$ cat src/rtl/sha256_pkg.sv
`default_nettype none
// ============================================================================
// sha256_pkg : shared state encoding and constants for the SHA-256 sequencer
// Revision   : 1.0
// ============================================================================
package sha256_pkg;

  localparam int unsigned SHA_ROUNDS    = 64;
  localparam int unsigned SHA_BLK_WORDS = 16;
  localparam int unsigned SHA_WORD_W    = 32;
  localparam int unsigned SHA_DIGEST_W  = 256;

  typedef enum logic [2:0] {
    ST_IDLE  = 3'd0,
    ST_LOAD  = 3'd1,
    ST_ISSUE = 3'd2,
    ST_WAIT  = 3'd3,
    ST_OUT   = 3'd4
  } seq_state_t;

endpackage
`default_nettype wire

$ cat src/rtl/sha256_seq_buf.sv
`default_nettype none
// ============================================================================
// sha256_seq_buf : 16x32 block buffer, one sync write port, one comb read port
// Revision       : 1.0
// ============================================================================
module sha256_seq_buf
  import sha256_pkg::*;
(
  input  logic                  clk,
  input  logic                  wr_en,
  input  logic [3:0]            wr_addr,
  input  logic [SHA_WORD_W-1:0] wr_data,
  input  logic [5:0]            rd_cnt,
  output logic [SHA_WORD_W-1:0] rd_data
);

  logic [SHA_WORD_W-1:0] mem_q [SHA_BLK_WORDS];

  always_ff @(posedge clk) begin
    if (wr_en) begin
      mem_q[wr_addr] <= wr_data;
    end
  end

  // Rounds 16..63 carry no message word; the core expands the schedule itself.
  always_comb begin
    rd_data = '0;
    if (rd_cnt[5:4] == 2'b00) begin
      rd_data = mem_q[rd_cnt[3:0]];
    end
  end

endmodule
`default_nettype wire

$ cat src/rtl/sha256_main_seq.sv
`default_nettype none
// ============================================================================
// sha256_main_seq : buffers 512-bit blocks, replays them to the compression
//                   core over 64 rounds and returns the final digest
// Revision        : 1.0
// ============================================================================
module sha256_main_seq
  import sha256_pkg::*;
#(
  parameter int unsigned TIMEOUT = 255
) (
  input  logic                    clk,
  input  logic                    reset_n,
  input  logic                    m_valid,
  output logic                    m_ready,
  input  logic [SHA_WORD_W-1:0]   m_data,
  input  logic                    m_last,
  output logic                    w_vld,
  output logic [5:0]              w_cnt,
  output logic [SHA_WORD_W-1:0]   w_data,
  input  logic                    hash_done,
  input  logic [SHA_DIGEST_W-1:0] s_data,
  output logic                    dg_valid,
  input  logic                    dg_ready,
  output logic [SHA_DIGEST_W-1:0] dg_data,
  output logic                    busy,
  output logic                    err
);

  localparam logic [7:0] TMO_LAST = 8'(TIMEOUT - 1);
  localparam logic [5:0] RD_LAST  = 6'(SHA_ROUNDS - 1);
  localparam logic [3:0] WR_LAST  = 4'(SHA_BLK_WORDS - 1);

  seq_state_t              state_q, state_d;
  logic [3:0]              wr_idx_q, wr_idx_d;
  logic [5:0]              rd_cnt_q, rd_cnt_d;
  logic [7:0]              tmo_q, tmo_d;
  logic                    last_q, last_d;
  logic [SHA_DIGEST_W-1:0] dg_q, dg_d;
  logic                    err_q, err_d;
  logic                    wr_en;
  logic [SHA_WORD_W-1:0]   buf_rd;

  assign m_ready  = (state_q == ST_IDLE) || (state_q == ST_LOAD);
  assign wr_en    = m_valid && m_ready;
  assign w_vld    = (state_q == ST_ISSUE);
  assign w_cnt    = rd_cnt_q;
  assign w_data   = w_vld ? buf_rd : '0;
  assign dg_valid = (state_q == ST_OUT);
  assign dg_data  = dg_q;
  assign busy     = (state_q != ST_IDLE);
  assign err      = err_q;

  sha256_seq_buf u_buf (
    .clk     (clk),
    .wr_en   (wr_en),
    .wr_addr (wr_idx_q),
    .wr_data (m_data),
    .rd_cnt  (rd_cnt_q),
    .rd_data (buf_rd)
  );

  always_comb begin
    state_d  = state_q;
    wr_idx_d = wr_idx_q;
    rd_cnt_d = rd_cnt_q;
    tmo_d    = tmo_q;
    last_d   = last_q;
    dg_d     = dg_q;
    err_d    = 1'b0;
    unique case (state_q)
      ST_IDLE: begin
        if (wr_en) begin
          wr_idx_d = 4'd1;
          state_d  = ST_LOAD;
        end
      end
      ST_LOAD: begin
        if (wr_en) begin
          if (wr_idx_q == WR_LAST) begin
            wr_idx_d = '0;
            last_d   = m_last;
            rd_cnt_d = '0;
            state_d  = ST_ISSUE;
          end else begin
            wr_idx_d = wr_idx_q + 4'd1;
          end
        end
      end
      ST_ISSUE: begin
        if (rd_cnt_q == RD_LAST) begin
          rd_cnt_d = '0;
          tmo_d    = '0;
          state_d  = ST_WAIT;
        end else begin
          rd_cnt_d = rd_cnt_q + 6'd1;
        end
      end
      ST_WAIT: begin
        if (hash_done) begin
          if (last_q) begin
            dg_d    = s_data;
            state_d = ST_OUT;
          end else begin
            // Chained block: the next 16 words refill the buffer from word 0.
            wr_idx_d = '0;
            state_d  = ST_LOAD;
          end
        end else if (tmo_q >= TMO_LAST) begin
          err_d    = 1'b1;
          wr_idx_d = '0;
          state_d  = ST_IDLE;
        end else begin
          tmo_d = (tmo_q == 8'hFF) ? tmo_q : tmo_q + 8'd1;
        end
      end
      ST_OUT: begin
        if (dg_ready) begin
          state_d = ST_IDLE;
        end
      end
      default: state_d = ST_IDLE;
    endcase
  end

  always_ff @(posedge clk or negedge reset_n) begin
    if (!reset_n) begin
      state_q  <= ST_IDLE;
      wr_idx_q <= '0;
      rd_cnt_q <= '0;
      tmo_q    <= '0;
      last_q   <= 1'b0;
      dg_q     <= '0;
      err_q    <= 1'b0;
    end else begin
      state_q  <= state_d;
      wr_idx_q <= wr_idx_d;
      rd_cnt_q <= rd_cnt_d;
      tmo_q    <= tmo_d;
      last_q   <= last_d;
      dg_q     <= dg_d;
      err_q    <= err_d;
    end
  end

endmodule
`default_nettype wire

$ cat config.mk
export PLATFORM = sky130hd
export DESIGN_NAME = sha256_main_seq
export DESIGN_NICKNAME = d
export VERILOG_FILES = /design/src/rtl/sha256_pkg.sv /design/src/rtl/sha256_seq_buf.sv /design/src/rtl/sha256_main_seq.sv
export SDC_FILE = /design/constraint.sdc
export NUM_CORES = 1
export LEC_CHECK = 0
export ABC_AREA = 1
export CAP_MARGIN = 15
export CELL_PAD_IN_SITES_DETAIL_PLACEMENT = 1
export CELL_PAD_IN_SITES_GLOBAL_PLACEMENT = 1
export CORE_UTILIZATION = 40
export DETAILED_ROUTE_END_ITERATION = 8
export DONT_BUFFER_PORTS = 1
export HOLD_SLACK_MARGIN = 0.1
export PLACE_DENSITY = 0.65
export SETUP_SLACK_MARGIN = 0.1
export SYNTH_ARGS = -nofsm -noshare
export SYNTH_HDL_FRONTEND = slang
export SYNTH_SLANG_ARGS = --single-unit
$ cat constraint.sdc
create_clock -name clk -period 3.6 [get_ports clk]
set_input_delay 0.72 -clock clk [delete_from_list [all_inputs] [get_ports clk]]
set_output_delay 0.72 -clock clk [all_outputs]
set_load 0.02 [all_outputs]
==> out/results.ini, run 1 <==
[outcome]
status = complete, but fails checks
violations = negative hold slack

[critical_path]
cp-start-kind = flop
path_buf_inv = 2
crit_cells = 8
cpMaxStageDelayCell = dfrtp_4
rr_endpoint = tmo_q[3]
cp_top_family = buffers and inverters
path_max_fanout = 46
cpMostUsedCell = nand2_1
crit_end = w_data[27]
worstPathRequired_ns = 2.88
rrSetupSlack_ns = 0.87
slowest_delay_ns = 0.53
reg2reg_from = w_cnt[0]
crit_start = w_cnt[0]
worstPathArrival_ns = 2.70
worst_setup_path_end_kind = output pin
r2r_cells = 9
worstPathCellList = buf_4, nand2_1, nand2_1, nand2_1, nand3_1, nand3_1, a21oi_1, buf_4
crit_type = flop to output pin

[die]
io_pins = 593
core_area_mm2 = 0.0809
chipHeight_um = 289
die_x_um = 289
die-area_mm2 = 0.0833
start_util_pct = 40.6
std_cell_rows = 104

[place]
dp_hpwl_um = 62300
dpl.cell_count = 3903
gp_congestion = 0.974
port_buffers = 0

[timing]
maxSlewViolCount = 0
final.setup.tns_ns = 0
worst_slew_pin_slew_ns = 0.830
relSlewSlack_pct = 44.2
hold-worst-slack_ns = -0.223
grt_setup_unrepaired = true
period_needed_ns = 3.42
min_period_over_period_pct = 95.1
timing.fmax_ghz = 0.292
hold_viol_final = 279
setup_viol = 0
finClkSkew_ns = 0.0312

[cts]
cts_buffers = 85
cts_tree = done
clkTransAtPathRegs_ns = 0.06
root_buffer = clkbuf_16
postCtsSetupRepairBufs = 0
cts_max_level = 3
clk_path_buf_depth = 3
cts_num_sinks = 791
clk_latency_ns = 0.64

[final_layout]
n_fill_cell = 8556
num-nets-final = 3231
area_delta_synth_final_pct = 14.0
drive_gt1_share_pct = 10.0
utilization_pct = 46.3
final_cells = 4074

[yosys]
synth_cell_types = 29
synth_seq_cells = 791
synth_compound_gate_area_share_pct = 0.864
synth.avg_cell_area_um2 = 11.4
yosys.area_share.adder_pct = 0.267
synth_xor_area_share_pct = 0.160
seq_area_frac_synth_pct = 68.0
muxShareOfSynthArea_pct = 8.77
synth_nets = 3189
synth_top_family_by_area = simple AND/OR/NAND/NOR gates
yosys_warnings = 0
synth_simple_gate_area_share_pct = 15.5
synth.cell_area_mm2 = 0.0329
syn_inst = 2888

[power_and_ir_drop]
p_per_area_mw_per_mm2 = 861
p_leak_nw = 16.1
vdd_drop_max_mv = 0.570

[job]
maxCapViolations = 0

[route]
vias = 21393
wirelength_um = 99700
routedWlPerCell_um = 24.5
first_pass_iters = 5
drc = 0
ant_nets = 0
drt-initial-drc-count = 1287
routed_via_density = 5.25

[global_routing]
grt_max_degree = 280
grt_pass1_vias = 22846
grt_pass1_wl_um = 147000
antenna_found_initial = 50
grt_overflow = 0
grt_usage_pct = 23.9

[min_path]
hp-class = primary input to asynchronous set/reset pin

[synthesized netlist by cell type, drive strengths merged]
cell type	n	area share [%]
a21oi	38	0.59
a31oi	1	0.019
buf	83	1.4
clkbuf	52	0.59
clkinv	1	0.011
dfrtp	279	21
edfxtp	512	47
ha	7	0.27
inv	385	4.4
mux2	256	8.8
nand2	929	11
nand3	274	4.2
nand4	6	0.11
nor2	34	0.39
nor3	8	0.12
o21ai	14	0.21
o21bai	1	0.023
o22ai	1	0.019
or2	1	0.019
xnor2	3	0.080
xor2	3	0.080
[report_power, final]
group	leakage [nW]	total [mW]	internal [mW]	switching, mW
Clock	1.42	8.84	5.19	3.66
Combinational	6.73	8.39	3.04	5.35
Sequential	7.96	15.0	11.4	3.58
[registers in the layout (all words and copies together) (netlist names)]
| name | count |
|---|---|
| w_cnt | 6 |
| last_q | 1 |
| tmo_q | 8 |
| wr_idx_q | 4 |
| state_q | 3 |
| err | 1 |
| u_buf.mem_q | 512 |
| dg_data | 256 |
[per-stage QoR]
step | instance area (µm²) | worst slack, ns | power (mW)
after global routing | 37400 | 0.0760 | 33.8
after global placement | 34600 | 0.715 | 23.2
after CTS | 37400 | 0.118 | 32.5
after floorplan | 32900 | -0.236 | 20.0
final | 37500 | 0.175 | 32.2
after detailed placement | 34600 | 0.736 | 23.5
[worst min path at each step]
stage | start | to | cells past startpoint
final | reset_n | dg_data[124] | 0
after global routing | reset_n | w_cnt[5] | 0
after CTS | reset_n | w_cnt[5] | 0
after detailed placement | reset_n | dg_data[124] | 0
after global placement | reset_n | dg_data[66] | 0
after floorplan | reset_n | dg_data[0] | 0
[logic make-up after synthesis]
kind of cell,count (synthesis)
DFF,791
adders and majority gates,7
buffers and inverters,521
muxes,256
xor gates and xnor gates,6
and+or+nand+nor,1252
AOI/OAI and AO/OA,55
[repair_timing]
action / in CTS / in global routing
setup endpoints to repair: 6 / 13
endpoints found under the hold margin: 279 / 279
resized for setup: 1 / 4
[cells in the final DEF, fill, tap and decap left out, types with 17 or more instances in the layout]
master / Yosys / layout
a21oi_1: 37 / 36
buf_12: 0 / 17
buf_4: 22 / 73
clkbuf_16: 0 / 91
clkinv_2: 0 / 19
dfrtp_1: 279 / 276
edfxtp_1: 512 / 512
inv_1: 383 / 381
mux2_1: 213 / 213
mux2_2: 43 / 43
nand2_1: 929 / 929
nand3_1: 272 / 271
nor2_1: 34 / 20
[metal layers]
metal	vias to the layer above	global-route usage [%]	part of all wire, %
met2	660	41.1	51
met3	220	6.07	6.7
met1	10983	28.8	39
li1	9512	-	-
met4	18	8.72	3.3
met5	-	0	0.11
[area by class of cell]
class	instances	area [µm²]	share of cell area, %
tap	1060	1330	3.54
sequential	791	22400	59.7
timing repair buffer	90	888	2.37
clock inverter	41	375	1.00
multi-input combinational	1576	8520	22.8
antenna	16	40.0	0.107
inverter	386	1470	3.93
clock buffer	114	2460	6.58
Note: power is estimated with default switching activity, not from simulation.
==> inputs of run 2 (changes only) <==
--- a/config.mk
+++ b/config.mk
@@ -9,11 +9,11 @@
 export CAP_MARGIN = 15
 export CELL_PAD_IN_SITES_DETAIL_PLACEMENT = 1
 export CELL_PAD_IN_SITES_GLOBAL_PLACEMENT = 1
-export CORE_UTILIZATION = 40
+export CORE_UTILIZATION = 34
 export DETAILED_ROUTE_END_ITERATION = 8
 export DONT_BUFFER_PORTS = 1
 export HOLD_SLACK_MARGIN = 0.1
-export PLACE_DENSITY = 0.65
+export PLACE_DENSITY = 0.57
 export SETUP_SLACK_MARGIN = 0.1
 export SYNTH_ARGS = -nofsm -noshare
 export SYNTH_HDL_FRONTEND = slang
==> run 2 against run 1 <==
  * The run still ends with negative hold slack left
  * Flip-flop and latch count unchanged
  * First-iteration DRC count down 26%
  * Clock power up 2%
  * Power up 2.0%
  * Final cell count up 5.7%
  * Die area up 18%
  * Sequential power about the same
  * Sequential share of layout area down 0.86 points
  * Setup slack better by 0.050 ns
  * Critical path depth unchanged
  * Routed wire length up 11%
  * Fmax up 1.5%
==> out/results.ini, run 2 (synthesis results as in run 1) <==
[outcome]
status = complete, but fails checks
violations = negative hold slack

[final_layout]
largest_register_ffs = 512
drive_gt1_share_pct = 10.2
num-nets-final = 3247
final_cell_mix = 929 x nand2_1, 512 x edfxtp_1, 381 x inv_1
design_area_mm2 = 0.0380
area_delta_synth_final_pct = 15.7
top_register = u_buf.mem_q
mostFrequentLayoutCell = nand2_1

[critical_path]
r2r_cells = 10
cp-start-kind = flop
crit_end = w_data[9]
worstPathArrival_ns = 2.65
path_max_fanout = 65
rr_endpoint = tmo_q[1]
worst_setup_path_end_kind = output pin
rrSetupSlack_ns = 0.92
cpMaxStageDelayCell = dfrtp_4
worstPathCellList = buf_12, nand3_1, nand2_1, nand2_1, nand2_1, inv_1, a21oi_1, buf_4
crit_type = flop to output pin
worstPathRequired_ns = 2.88
reg2reg_from = w_cnt[1]
cpMostUsedCell = nand2_1
slowest_delay_ns = 0.65
crit_start = w_cnt[1]

[route]
ant_nets = 0
drt-initial-drc-count = 958
first_pass_iters = 5
routed_via_density = 4.97
wirelength_um = 110000
vias = 21384
drc = 0
routedWlPerCell_um = 25.7

[timing]
final.setup.tns_ns = 0
min_period_over_period_pct = 93.7
setup_viol = 0
timing.fmax_ghz = 0.296
maxSlewViolCount = 0
finClkSkew_ns = 0.0319
hold_viol_final = 279
worst_slew_pin_slew_ns = 0.838
hold-worst-slack_ns = -0.216
relSlewSlack_pct = 43.7
period_needed_ns = 3.37
grt_setup_unrepaired = true

[min_path]
hp-class = primary input to asynchronous set/reset pin

[place]
port_buffers = 0
place_area_mm2 = 0.0348
gp_congestion = 0.866
dp_hpwl_um = 74600

[power_and_ir_drop]
vdd_drop_max_mv = 0.506
p_leak_nw = 16.2
p_per_area_mw_per_mm2 = 866

[die]
core_area_mm2 = 0.0953
chipHeight_um = 313
io_pins = 593
die_x_um = 313
die-area_mm2 = 0.0979
start_util_pct = 34.5
std_cell_rows = 113

[cts]
clk_path_buf_depth = 3
clk_latency_ns = 0.64
cts_tree = done
root_buffer = clkbuf_16
cts_num_sinks = 791
clkTransAtPathRegs_ns = 0.06
cts_max_level = 3
cts_buffers = 89

[global_routing]
grt_pass1_vias = 22716
grt_usage_pct = 22.0
grt_pass1_wl_um = 157000
grt_max_degree = 280
antenna_found_initial = 70
grt_overflow = 0

[job]
maxCapViolations = 0

[run 2: cell types whose count changed in the layout (fill, tap and decap cells not counted), moves of 3 or more]
cell        previous run  this run
inv_6                  5         2
buf_4                 73        76
bufinv_16              5         8
clkinv_1               5        10
clkinvlp_4             1         4
diode_2               16        23
clkbuf_1              13        19
clkbuf_16             91        95
buf_16                 0         4
clkbuf_8              10         4
inv_4                  5         2
buf_12                17        13
buf_6                  0         3
[run 2: power by group]
group	internal (mW)	switching, mW	leakage, nW
registers	11.4	3.75	7.96
clock network	5.27	3.77	1.41
logic	3.19	5.49	6.84
total	19.9	13.0	16.2
[run 2: critical path: cells and delay by family, from the launching register on]
kind                   cells  cell delay, ns
flip-flops                 1            0.65
AND/OR/NAND/NOR            4            0.34
buffers and inverters      3            0.65
AO/OA/AOI/OAI              1            0.27
[run 2: worst min-delay path by stage]
| stage | end | cells past startpoint |
|---|---|---|
| finish | dg_data[183] | 0 |
| global route | dg_data[183] | 0 |
| CTS | dg_data[183] | 0 |
| detailed placement | dg_data[183] | 0 |
| global placement | dg_data[183] | 0 |
| floorplan | dg_data[0] | 0 |
[run 2: layout make-up]
cell class,count,area (µm²)
antenna,23,57.6
clock buffer,113,2380
clock inverter,49,502
fill,10170,57300
inverter,386,1480
multi-input combinational,1576,8520
sequential,791,22400
tap,1265,1580
timing repair buffer,102,1110
[run 2: what timing repair did]
item	4_1_cts	5_1_grt
resized for setup	2	11
cloned	0	5
setup buffers	4	1
pin swaps	1	0
setup endpoints to repair	15	26
endpoints found under the hold margin	279	279
[run 2: stage by stage]
step	utilization (%)	hold WS (ns)	instances	setup slack, ns	power [mW]
after floorplan	-	0.424	2888	-0.236	20.0
after global placement	36.5	0.432	4110	0.722	23.5
after detailed placement	36.5	0.431	4110	0.702	23.8
after CTS	39.6	-0.263	4276	0.0424	33.0
after global routing	39.8	-0.260	4294	0.0895	34.5
final	39.9	-0.216	4305	0.226	32.9
[run 2: metal layers]
layer | GRT usage [%] | share of wire [%] | vias up
li1 | - | - | 9557
met1 | 24.0 | 37 | 10926
met2 | 40.3 | 52 | 630
met3 | 5.90 | 6.5 | 263
met4 | 8.63 | 4.2 | 8
met5 | 0 | 0.041 | -
